==> src/rtl/op_loader.sv <==
`default_nettype none
// ============================================================================
// Module   : op_loader
// Purpose  : Host-side driver for the switch/handshake operand-entry protocol
//            of the supervisory state machine. On a start pulse it pulses
//            the downstream reset, then presents four operand words one at a
//            time on the switch bus with timed handshake toggles. It then
//            walks the display phase and captures the real and imaginary
//            results from the LED bus.
// Revision : 1.0 - initial release
// ----------------------------------------------------------------------------
// Ports
//   clk      in   1        system clock, rising edge
//   reset_n  in   1        asynchronous active-low reset
//   start    in   1        one-cycle transaction request (sampled in IDLE)
//   re_a_in  in   WIDTH    operand word 0
//   im_a_in  in   WIDTH    operand word 1
//   re_q_in  in   WIDTH    operand word 2
//   im_q_in  in   WIDTH    operand word 3
//   led_in   in   WIDTH    result bus from the supervisory state machine
//   sw_out   out  WIDTH+2  {downstream reset_n, handshake, data}
//   re_res   out  WIDTH    captured real result
//   im_res   out  WIDTH    captured imaginary result
//   busy     out  1        transaction in progress
//   done     out  1        one-cycle pulse at transaction end
// ============================================================================
module op_loader #(
    parameter int WIDTH     = 8,
    parameter int RST_CYC   = 4,
    parameter int SETUP_CYC = 2,
    parameter int HOLD_CYC  = 8
) (
    input  logic             clk,
    input  logic             reset_n,
    input  logic             start,
    input  logic [WIDTH-1:0] re_a_in,
    input  logic [WIDTH-1:0] im_a_in,
    input  logic [WIDTH-1:0] re_q_in,
    input  logic [WIDTH-1:0] im_q_in,
    input  logic [WIDTH-1:0] led_in,
    output logic [WIDTH+1:0] sw_out,
    output logic [WIDTH-1:0] re_res,
    output logic [WIDTH-1:0] im_res,
    output logic             busy,
    output logic             done
);

    // Counter holds at most (longest phase - 1).
    localparam int c_MAX_CYC = (RST_CYC > SETUP_CYC)
                             ? ((RST_CYC > HOLD_CYC) ? RST_CYC : HOLD_CYC)
                             : ((SETUP_CYC > HOLD_CYC) ? SETUP_CYC : HOLD_CYC);
    localparam int c_CNT_W   = (c_MAX_CYC > 1) ? $clog2(c_MAX_CYC) : 1;

    localparam logic [c_CNT_W-1:0] c_RST_LD   = c_CNT_W'(RST_CYC - 1);
    localparam logic [c_CNT_W-1:0] c_SETUP_LD = c_CNT_W'(SETUP_CYC - 1);
    localparam logic [c_CNT_W-1:0] c_HOLD_LD  = c_CNT_W'(HOLD_CYC - 1);
    localparam logic [c_CNT_W-1:0] c_CNT_ONE  = c_CNT_W'(1);

    localparam logic [2:0] c_IDLE     = 3'd0;
    localparam logic [2:0] c_RST      = 3'd1;
    localparam logic [2:0] c_SETUP    = 3'd2;
    localparam logic [2:0] c_HIGH     = 3'd3;
    localparam logic [2:0] c_LOW      = 3'd4;
    localparam logic [2:0] c_WAIT_RE  = 3'd5;
    localparam logic [2:0] c_RES_HIGH = 3'd6;
    localparam logic [2:0] c_RES_LOW  = 3'd7;

    logic [2:0]         r_state;
    logic [c_CNT_W-1:0] r_cnt;
    logic [1:0]         r_k;
    logic [WIDTH-1:0]   r_op0;
    logic [WIDTH-1:0]   r_op1;
    logic [WIDTH-1:0]   r_op2;
    logic [WIDTH-1:0]   r_op3;
    logic [WIDTH+1:0]   r_sw;
    logic [WIDTH-1:0]   r_re_res;
    logic [WIDTH-1:0]   r_im_res;
    logic               r_busy;
    logic               r_done;

    logic [2:0]         w_state_next;
    logic [c_CNT_W-1:0] w_cnt_next;
    logic [1:0]         w_k_next;
    logic               w_accept;
    logic               w_last;
    logic [WIDTH-1:0]   w_word;
    logic [WIDTH+1:0]   w_sw_next;

    // ------------------------------------------------------------------
    // Next-state logic. Every non-idle state lasts (load value + 1) cycles:
    // the counter is loaded on entry and the state advances once it is 0.
    // ------------------------------------------------------------------
    always_comb begin
        w_state_next = r_state;
        w_cnt_next   = r_cnt;
        w_k_next     = r_k;
        w_accept     = 1'b0;
        w_last       = (r_cnt == '0);

        if (r_state != c_IDLE && !w_last) begin
            w_cnt_next = r_cnt - c_CNT_ONE;
        end

        case (r_state)
            c_IDLE: begin
                // r_done high means this is the done cycle: no back-to-back start.
                if (start && !r_done) begin
                    w_accept     = 1'b1;
                    w_state_next = c_RST;
                    w_cnt_next   = c_RST_LD;
                    w_k_next     = 2'd0;
                end
            end
            c_RST: begin
                if (w_last) begin
                    w_state_next = c_SETUP;
                    w_cnt_next   = c_SETUP_LD;
                end
            end
            c_SETUP: begin
                if (w_last) begin
                    w_state_next = c_HIGH;
                    w_cnt_next   = c_HOLD_LD;
                end
            end
            c_HIGH: begin
                if (w_last) begin
                    w_state_next = c_LOW;
                    w_cnt_next   = c_HOLD_LD;
                end
            end
            c_LOW: begin
                if (w_last) begin
                    if (r_k == 2'd3) begin
                        w_state_next = c_WAIT_RE;
                        w_cnt_next   = c_HOLD_LD;
                    end else begin
                        w_state_next = c_SETUP;
                        w_cnt_next   = c_SETUP_LD;
                        w_k_next     = r_k + 2'd1;
                    end
                end
            end
            c_WAIT_RE: begin
                if (w_last) begin
                    w_state_next = c_RES_HIGH;
                    w_cnt_next   = c_HOLD_LD;
                end
            end
            c_RES_HIGH: begin
                if (w_last) begin
                    w_state_next = c_RES_LOW;
                    w_cnt_next   = c_HOLD_LD;
                end
            end
            c_RES_LOW: begin
                if (w_last) begin
                    w_state_next = c_IDLE;
                    w_cnt_next   = '0;
                end
            end
            default: begin
                w_state_next = c_IDLE;
                w_cnt_next   = '0;
            end
        endcase
    end

    // ------------------------------------------------------------------
    // Switch bus is a registered decode of the *next* state, so the bus
    // changes on the same edge as the state it belongs to.
    // ------------------------------------------------------------------
    always_comb begin
        case (w_k_next)
            2'd0:    w_word = r_op0;
            2'd1:    w_word = r_op1;
            2'd2:    w_word = r_op2;
            default: w_word = r_op3;
        endcase

        w_sw_next = {1'b1, 1'b0, {WIDTH{1'b0}}};
        case (w_state_next)
            c_RST:          w_sw_next = '0;
            c_SETUP, c_LOW: w_sw_next = {1'b1, 1'b0, w_word};
            c_HIGH:         w_sw_next = {1'b1, 1'b1, w_word};
            c_RES_HIGH:     w_sw_next = {1'b1, 1'b1, {WIDTH{1'b0}}};
            default:        w_sw_next = {1'b1, 1'b0, {WIDTH{1'b0}}};
        endcase
    end

    always_ff @(posedge clk or negedge reset_n) begin
        if (!reset_n) begin
            r_state  <= c_IDLE;
            r_cnt    <= '0;
            r_k      <= 2'd0;
            r_op0    <= '0;
            r_op1    <= '0;
            r_op2    <= '0;
            r_op3    <= '0;
            r_sw     <= '0;
            r_re_res <= '0;
            r_im_res <= '0;
            r_busy   <= 1'b0;
            r_done   <= 1'b0;
        end else begin
            r_state <= w_state_next;
            r_cnt   <= w_cnt_next;
            r_k     <= w_k_next;
            r_sw    <= w_sw_next;
            r_busy  <= (w_state_next != c_IDLE);
            r_done  <= (r_state == c_RES_LOW) && w_last;

            if (w_accept) begin
                r_op0 <= re_a_in;
                r_op1 <= im_a_in;
                r_op2 <= re_q_in;
                r_op3 <= im_q_in;
            end

            // Results are sampled on the edge that ends each display phase.
            if (r_state == c_WAIT_RE && w_last) begin
                r_re_res <= led_in;
            end
            if (r_state == c_RES_HIGH && w_last) begin
                r_im_res <= led_in;
            end
        end
    end

    assign sw_out = r_sw;
    assign re_res = r_re_res;
    assign im_res = r_im_res;
    assign busy   = r_busy;
    assign done   = r_done;

endmodule
`default_nettype wire
==> config.mk <==
export PLATFORM = sky130hd
export DESIGN_NAME = op_loader
export DESIGN_NICKNAME = d
export VERILOG_FILES = /design/src/rtl/op_loader.sv
export SDC_FILE = /design/constraint.sdc
export NUM_CORES = 1
export LEC_CHECK = 0
export ABC_CLOCK_PERIOD_IN_PS = 3750
export BUFFER_PORTS_ARGS = -buffer_cell sky130_fd_sc_hd__buf_4
export CAP_MARGIN = 5
export CELL_PAD_IN_SITES_DETAIL_PLACEMENT = 1
export CELL_PAD_IN_SITES_GLOBAL_PLACEMENT = 2
export CORE_UTILIZATION = 38
export DETAILED_ROUTE_END_ITERATION = 8
export GPL_ROUTABILITY_DRIVEN = 0
export GPL_TIMING_DRIVEN = 1
export PLACE_DENSITY_LB_ADDON = 0.1
export SETUP_SLACK_MARGIN = 0.2
export SLEW_MARGIN = 25
export SYNTH_ARGS = -nofsm -noshare
export SYNTH_HDL_FRONTEND = slang
export SYNTH_SLANG_ARGS = --single-unit
==> constraint.sdc <==
create_clock -name clk -period 3.75 [get_ports clk]
set_input_delay 0.375 -clock clk [delete_from_list [all_inputs] [get_ports clk]]
set_output_delay 0.375 -clock clk [all_outputs]
set_load 0.01 [all_outputs]
-- Yosys cells after proc, flatten, opt, wreduce, memory -nomap -nowiden
Cells that the tools add are included.
- add/sub/neg operators: 2
- multipliers: 0
- divide/modulo/power cells: 0
- magnitude comparators: 0
- eq/ne operators: 15
- shifts and indexed selects: 0
- mux-type cells: 26
- bitwise gates (word level): 0
- reductions and logical operators: 14
- operators with widths (operator ; count):
    $mux 3 ; 16
    $pmux 10 s4 ; 1
    $pmux 3 s8 ; 1
    $pmux 8 s3 ; 1
    $eq 3x3->1 const B ; 6
    $pmux 3 s5 ; 1
    $eq 3x2->1 const B ; 4
    $eq 3x1->1 const B ; 2
    $logic_not 3->1 ; 2
    $mux 2 ; 3
    $reduce_bool 3->1 ; 2
    $logic_and 1x1->1 ; 5
    $eq 2x2->1 const B ; 2
    $pmux 2 s2 ; 1
    $reduce_or 4->1 ; 1
    $sub 3x1->3 const B ; 1
    $add 2x1->2 const B ; 1
    $eq 2x1->1 const B ; 1
    $logic_not 1->1 ; 2
    $logic_not 2->1 ; 1
    $mux 1 ; 2
    $reduce_or 2->1 ; 1
- bits in registers: 68
- latch bits: 0
- memory bits (writable): 0
- ROM bits: 0
- input bits: 43
- output and inout port bits: 28
- logic and storage cells: 69
- memories: 0

-- Depth between registers and ports, before layout
Gate-level depths: netlist of the first run.
- depth after elaboration: 7
- depth in mapped cells: 9
- mapped depth without buffers: 7

-- Worst setup path before layout of the first run
No wires, ideal clock.
- path kind: flip-flop to flip-flop
- start: register r_state[1]
- end: register r_op0[7]
- setup time: 125 ps
- arrival: 1919 ps
- data required time: 3625 ps
- setup slack: 1707 ps
- stages on the path, launching flop included: 7
- path buffers: 3
- clock period less this slack: 2043 ps
- path through: dfrtp_1 buf_2 or3_1 buf_2 nor3b_4 buf_2 mux2_2
- word-level cells in the longest chain between the ends: 2
- ends and longest elaborated chain (what ; line ; RTL):
    start, declared ; 68 ; logic [2:0] r_state;
    start signal, assigned ; 193 ; r_state <= c_IDLE;
    start signal, assigned ; 206 ; r_state <= w_state_next;
    $logic_not 3->1 ; 104 ; case (r_state)
    $mux 1 ; 104 ;
    end signal, assigned ; 214 ; r_op0 <= re_a_in;
    end, declared ; 71 ; logic [WIDTH-1:0] r_op0;
No other way between the ends.
A chain may end at the register's enable or synchronous reset.

-- Worst setup path after layout of the first run
- start: register r_state[2]
- end: register r_sw[5] (netlist: sw_out[5])
- word-level cells in the longest chain between the ends: 5
- elaborated cells between the ends (all ways): 29
- classes of those cells: eq/ne: 14; mux: 12; reduce/logical: 3
- ends and longest elaborated chain (what ; line ; RTL):
    $eq 3x3->1, or another cell as far along ; 104 ;
    $pmux 3 s8 or $pmux 2 s2 (tied branches) ; 104 ;
    $eq 3x2->1, or another cell as far along ; 182 ; case (w_state_next)
    $reduce_or 2->1 or $pmux 8 s3 (tied branches) ; 182, 174 ;
    $pmux 10 s4 * ; 182 ;
    net w_sw_next[5] ; 87 ; logic [WIDTH+1:0] w_sw_next;
    end signal, assigned ; 209 ; r_sw <= w_sw_next;
    end, declared ; 75 ; logic [WIDTH+1:0] r_sw;
The timed path passes the listed nets; every way through them passes the cells marked *.

==> flow_metrics.py, run 1 <==
metrics = {
    "synthesis": {
        "synth_seq_cells": 68,
        "synth_ff_type": "dfrtp_1",
        "synth.distinct_cells": 36,
        "synth_nets": 249,
        "postSynth.asyncResetShare": 1.00,
        "synth_edf_count": 0,
        "seq_area_frac_synth": 0.593,
        "syn_area_um2": 2870,
        "ys.warnings.count": 0,
        "syn_area_per_cell_um2": 14.1,
        "synthCells": 204,
    },
    "place": {
        "hpwl_um": 4060,
        "io_buffers": 70,
        "place_area_um2": 3470,
    },
    "floorplanning": {
        "design.core.area_um2": 7290,
        "die_h_um": 88.9,
        "die_x_um": 88.9,
        "die-area_um2": 7900,
        "top_level_ports": 71,
        "initial_core_util": 0.394,
        "rows": 31,
    },
    "clock_network": {
        "clock_latency_ns": 0.34,
        "h-tree-depth": 3,
        "cts_hold_buffers": 0,
        "ctsLongestPathBuffers": 2,
        "path_clk_slew_ns": 0.07,
        "cts.repair.resized": 0,
        "post_cts_buffers": 0,
        "cts_tree": "built",
        "clock-root-buffer": "clkbuf_8",
        "clkSinkCount": 68,
        "cts_buffers": 9,
    },
    "sta": {
        "hold_ws_ns": 0.148,
        "slew_viol_final": 0,
        "rsz0062_at_grt": "false",
        "hold_viol_final": 0,
        "relSlewSlack": 0.426,
        "min_period_over_period": 0.666,
        "setup_tns_ns": 0,
        "finClkSkew_ns": 0.00715,
        "fmax_mhz": 400,
        "setup_viol": 0,
        "finalCriticalPeriod_ns": 2.50,
        "tightest_slew_ns": 0.861,
    },
    "global_route": {
        "grt_pass1_wl_um": 9550,
        "antenna_found_initial": 0,
        "grt_remaining_overflow": 0,
        "grt_max_degree": 69,
        "grtUsageTotal": 0.165,
        "grt_pass1_vias": 1943,
    },
    "detailed_routing": {
        "routed_via_density": 4.96,
        "vias": 1885,
        "drtAntennaViolNets": 0,
        "drt_iter0_drc": 86,
        "wl_per_cell_um": 15.9,
        "drcViolationCount": 0,
        "first_pass_iters": 4,
        "wl_um": 6030,
    },
    "setup_path": {
        "crit_chain": "or3_1 > nor3b_4 > buf_4 > o21ai_2 > buf_4 > mux2i_1 > o22ai_1",
        "crit_type": "reg2reg",
        "cp_max_fo": 36,
        "worst_ep_required_time_ns": 3.95,
        "critPathMaxStageDelay_ns": 0.55,
        "cp.arrival_ns": 2.69,
        "cp_num_buf_inv": 2,
        "rrSetupSlack_ns": 1.25,
        "crit_top_cell": "buf_4",
        "crit_path_end_kind": "flip-flop",
        "cp-start-kind": "flip-flop",
        "crit_path_top_delay_cell": "or3_1",
        "worst_path_dominant_cell_family": "simple AND/OR/NAND/NOR gates",
    },
    "finish": {
        "post-route-cell-area_um2": 3650,
        "finish.net_count": 321,
        "area_growth_pct": 27.3,
        "nFillCells": 794,
        "drive_gt1_frac": 0.495,
        "n_antenna_cell": 0,
    },
    "flow_run": {
        "drv_cap": 0,
    },
    "power": {
        "peakVddDrop_mv": 0.248,
        "leakage_nw": 1.67,
        "power.density_nw_per_um2": 724,
        "power.total_w": 0.00264,
    },
    "run_status": {
        "status": "complete, no violations",
    },
    "worst_hold_path": {
        "hold_class": "in2async",
    },
}
[logic make-up (layout without fill, tap and decap cells)]
| family | count (synthesis) | in the layout | share of synthesized area |
|---|---|---|---|
| AND/OR/NAND/NOR | 30 | 30 | 0.0645 |
| adder cells (fa/ha/maj) | 2 | 2 | 0.00872 |
| XOR/XNOR | 2 | 2 | 0.00610 |
| AO/OA/AOI/OAI | 23 | 23 | 0.0558 |
| flip-flops | 68 | 68 | 0.593 |
| buffers and inverters | 15 | 92 | 0.0279 |
| multiplexers | 64 | 64 | 0.244 |
[power breakdown]
| group | internal (W) | switching, W |
|---|---|---|
| Sequential | 0.00103 | 0.000179 |
| Combinational | 0.000482 | 0.000379 |
| Clock | 0.000304 | 0.000273 |
[metal layers]
layer / GRT usage / wire length [um] / part of all wire
met5: 0 / 0 / 0
met4: 0.0704 / 74 / 0.012
met3: 0.0499 / 300 / 0.050
met2: 0.242 / 2780 / 0.46
met1: 0.228 / 2870 / 0.48
[layout make-up]
class | instances | area (um^2) | area share
clock inverters | 5 | 52.6 | 0.0144
repair buffers | 72 | 541 | 0.148
multi-input cells | 121 | 1090 | 0.298
flip-flops and latches | 68 | 1700 | 0.466
well taps | 99 | 124 | 0.0339
inverters | 4 | 15.0 | 0.00411
clock buffers | 11 | 131 | 0.0360
[cells in the final DEF (no fill, tap or decap)]
cell type	instances
and2_1	1
nor3_2	1
clkinv_2	3
a311oi_1	2
o21ai_2	1
a211oi_1	2
a31oi_1	2
o21ai_0	1
nor4b_1	1
a21bo_2	1
a2bb2oi_1	1
nor2_1	5
o22ai_1	8
nand2b_1	2
o31ai_1	1
a21oi_1	2
clkinvlp_4	1
a22oi_1	2
dfrtp_1	68
clkbuf_8	9
mux2_2	48
nor2b_1	2
nand3b_1	1
xnor2_1	1
nor3b_4	1
or3_1	3
xor2_1	1
nand2_1	6
clkbuf_1	2
nand4_1	1
bufinv_16	1
mux2i_1	16
buf_4	72
nor3b_2	1
nor3_1	3
nor4_1	1
and4_1	1
inv_1	4
ha_1	2
[state kept, by name, summed over array words and instances, names as in the netlist]
name and cells:
busy 1, done 1, im_res 8, r_cnt 3, r_k 2, r_op0 8
r_op1 8, r_op2 8, r_op3 8, r_state 3, re_res 8, sw_out 10
[final timing paths]
kind,end,cells after the start,startpoint
worst min register to register,r_op1[2],1,r_op1[2]
worst min-delay path,r_cnt[1],1,reset_n
max in group asynchronous,r_op2[5],1,reset_n
worst max-delay path,sw_out[5],7,r_state[2]
worst max register to register,sw_out[5],7,r_state[2]
min in group clk,r_op3[1],2,im_q_in[1]
[Yosys cell counts (3+ instances only)]
cell type	count	area, um^2
or3_1	3	18.8
inv_1	4	15.0
nand2_1	6	22.5
mux2_2	48	541
mux2i_1	16	160
buf_2	7	35.0
nor3_1	3	15.0
nor2_1	5	18.8
dfrtp_1	68	1700
o22ai_1	8	50.1
[stage by stage]
stage | setup slack, ns | util | instances
5_1_grt | 1.06 | 0.501 | 380
3_3_place_gp | 1.33 | 0.476 | 364
4_1_cts | 1.24 | 0.501 | 380
6_report | 1.25 | 0.501 | 380
3_5_place_dp | 1.29 | 0.476 | 364
2_1_floorplan | 1.71 | - | 204
(Power assumes the default switching activity.)
==> run 2: changes to the inputs <==
Settings changed: ABC_CLOCK_PERIOD_IN_PS 3750 to 2500, CORE_UTILIZATION 38 to 35.
Clock period 3.75 ns to 2.5 ns, I/O delays scaled along.
==> run 2 against run 1 <==
Effect of this change:
- the flow now finishes with violations (hold timing)
- sequential share of layout area fell by 1.2 points
- largest power group unchanged
- setup slack got worse by 0.90 ns
- clock power rose by 63%
- total power rose by 55%
- largest cell class unchanged
- worst hold slack got worse by 0.15 ns
- wire length rose by 3.5%
- fmax rose by 16%
- critical path depth rose by 1
- non-clock buffer count rose by 8
==> flow_metrics.py, run 2 (synthesis gave the netlist of run 1 again) <==
metrics = {
    "run_status": {
        "status": "finished, violations left",
        "violations": "hold timing",
    },
    "finish": {
        "final_common_cell": "buf_4",
        "drive_gt1_frac": 0.516,
        "n_antenna_cell": 0,
        "largest_reg_flops": 10,
        "area_growth_pct": 30.6,
        "finish.net_count": 329,
        "post-route-cell-area_um2": 3750,
        "nFillCells": 855,
        "ff_latch_area_um2": 1700,
        "multiInputGateArea_um2": 1090,
        "mostFrequentLayoutCells": "buf_4 (79), dfrtp_1 (68), mux2_2 (48), mux2i_1 (16), clkbuf_8 (11)",
    },
    "setup_path": {
        "cp-start-kind": "flip-flop",
        "cp_max_fo": 7,
        "worstSetupStartpoint": "r_cnt[0]",
        "cp.arrival_ns": 2.36,
        "rrSetupSlack_ns": 0.35,
        "reg2reg_from": "r_cnt[0]",
        "crit_path_end_kind": "flip-flop",
        "crit_type": "reg2reg",
        "worst_ep_required_time_ns": 2.71,
    },
    "global_route": {
        "grt_pass1_vias": 2048,
        "grt_remaining_overflow": 0,
        "grt_max_degree": 69,
        "grt_pass1_wl_um": 10300,
        "grtUsageTotal": 0.158,
        "antenna_found_initial": 0,
    },
    "power": {
        "leakage_nw": 1.72,
        "power.density_nw_per_um2": 1100,
        "peakVddDrop_mv": 0.336,
    },
    "sta": {
        "setup_slack_ns": 0.349,
        "finalCriticalPeriod_ns": 2.15,
        "relSlewSlack": 0.430,
        "rsz0062_at_grt": "false",
        "setup_tns_ns": 0,
        "finClkSkew_ns": 0.00951,
        "slew_viol_final": 0,
        "tightest_slew_ns": 0.855,
        "min_period_over_period": 0.860,
        "hold_ws_ns": -0.00248,
        "setup_viol": 0,
        "fmax_mhz": 465,
        "hold_viol_final": 1,
    },
    "detailed_routing": {
        "wl_um": 6240,
        "wl_per_cell_um": 15.9,
        "routed_via_density": 4.92,
        "drcViolationCount": 0,
        "first_pass_iters": 5,
        "drt_iter0_drc": 86,
        "drtAntennaViolNets": 0,
        "vias": 1922,
    },
    "clock_network": {
        "clock_latency_ns": 0.34,
        "cts_tree": "built",
        "cts_buffers": 9,
        "path_clk_slew_ns": 0.07,
        "post_cts_buffers": 0,
        "clkSinkCount": 68,
        "clock-root-buffer": "clkbuf_8",
        "h-tree-depth": 3,
        "ctsLongestPathBuffers": 2,
    },
    "floorplanning": {
        "die_x_um": 92.6,
        "rows": 32,
        "initial_core_util": 0.366,
        "design.core.area_um2": 7850,
        "top_level_ports": 71,
        "die_h_um": 92.6,
        "die-area_um2": 8570,
    },
    "place": {
        "place_area_um2": 3530,
        "post-place-ws_ns": 0.294,
        "io_buffers": 70,
        "hpwl_um": 4510,
    },
    "flow_run": {
        "drv_cap": 0,
    },
    "worst_hold_path": {
        "hold_class": "in2async",
    },
}
-- run 2: report_power, final --
group	leakage (nW)	switching [W]	internal, W
logic	0.763	0.000637	0.000760
clock network	0.102	0.000422	0.000517
registers	0.854	0.000230	0.00154
-- run 2: metal layers --
metal  wire length (um)  track usage
met5                  0            0
met4                 66       0.0664
met3                258       0.0411
met2               2890        0.233
met1               3020        0.221
-- run 2: stage by stage --
step | util | power, W | instances | hold WS, ns
2_1_floorplan | - | 0.00268 | 204 | -0.0456
3_3_place_gp | 0.450 | 0.00317 | 375 | 0.432
3_5_place_dp | 0.450 | 0.00322 | 375 | 0.426
4_1_cts | 0.477 | 0.00418 | 391 | 0.0496
5_1_grt | 0.478 | 0.00438 | 391 | 0.101
6_report | 0.478 | 0.00411 | 391 | -0.00248
-- run 2: what timing repair did --
| action | in CTS | in global routing |
|---|---|---|
| gates resized for setup | 0 | 1 |
| endpoints found under the setup margin | 0 | 1 |
| hold buffers | 0 | 0 |
-- run 2: area by class of cell --
type,instances,area share
clock buffer,11,0.0404
clock inverter,5,0.0157
inverter,4,0.00401
multi-input combinational,121,0.290
sequential,68,0.454
tap,102,0.0341
timing repair buffer,80,0.161
-- run 2: worst paths after layout --
check | end | depth (start not counted)
max | sw_out[7] | 8
min | sw_out[8] | 1
max reg2reg | sw_out[7] | 8
min reg2reg | r_cnt[0] | 1
max in group asynchronous | r_op1[4] | 1
min in group clk | r_op2[1] | 2
-- run 2: worst max-delay path, cell delays in order (launching register included) --
cell and delay [ns]:
dfrtp_1 0.40, inv_1 0.09, ha_1 0.20, nor2b_1 0.33, nand4_1 0.16, o21ai_2 0.19, buf_4 0.27, mux2i_1 0.26
o22ai_1 0.11
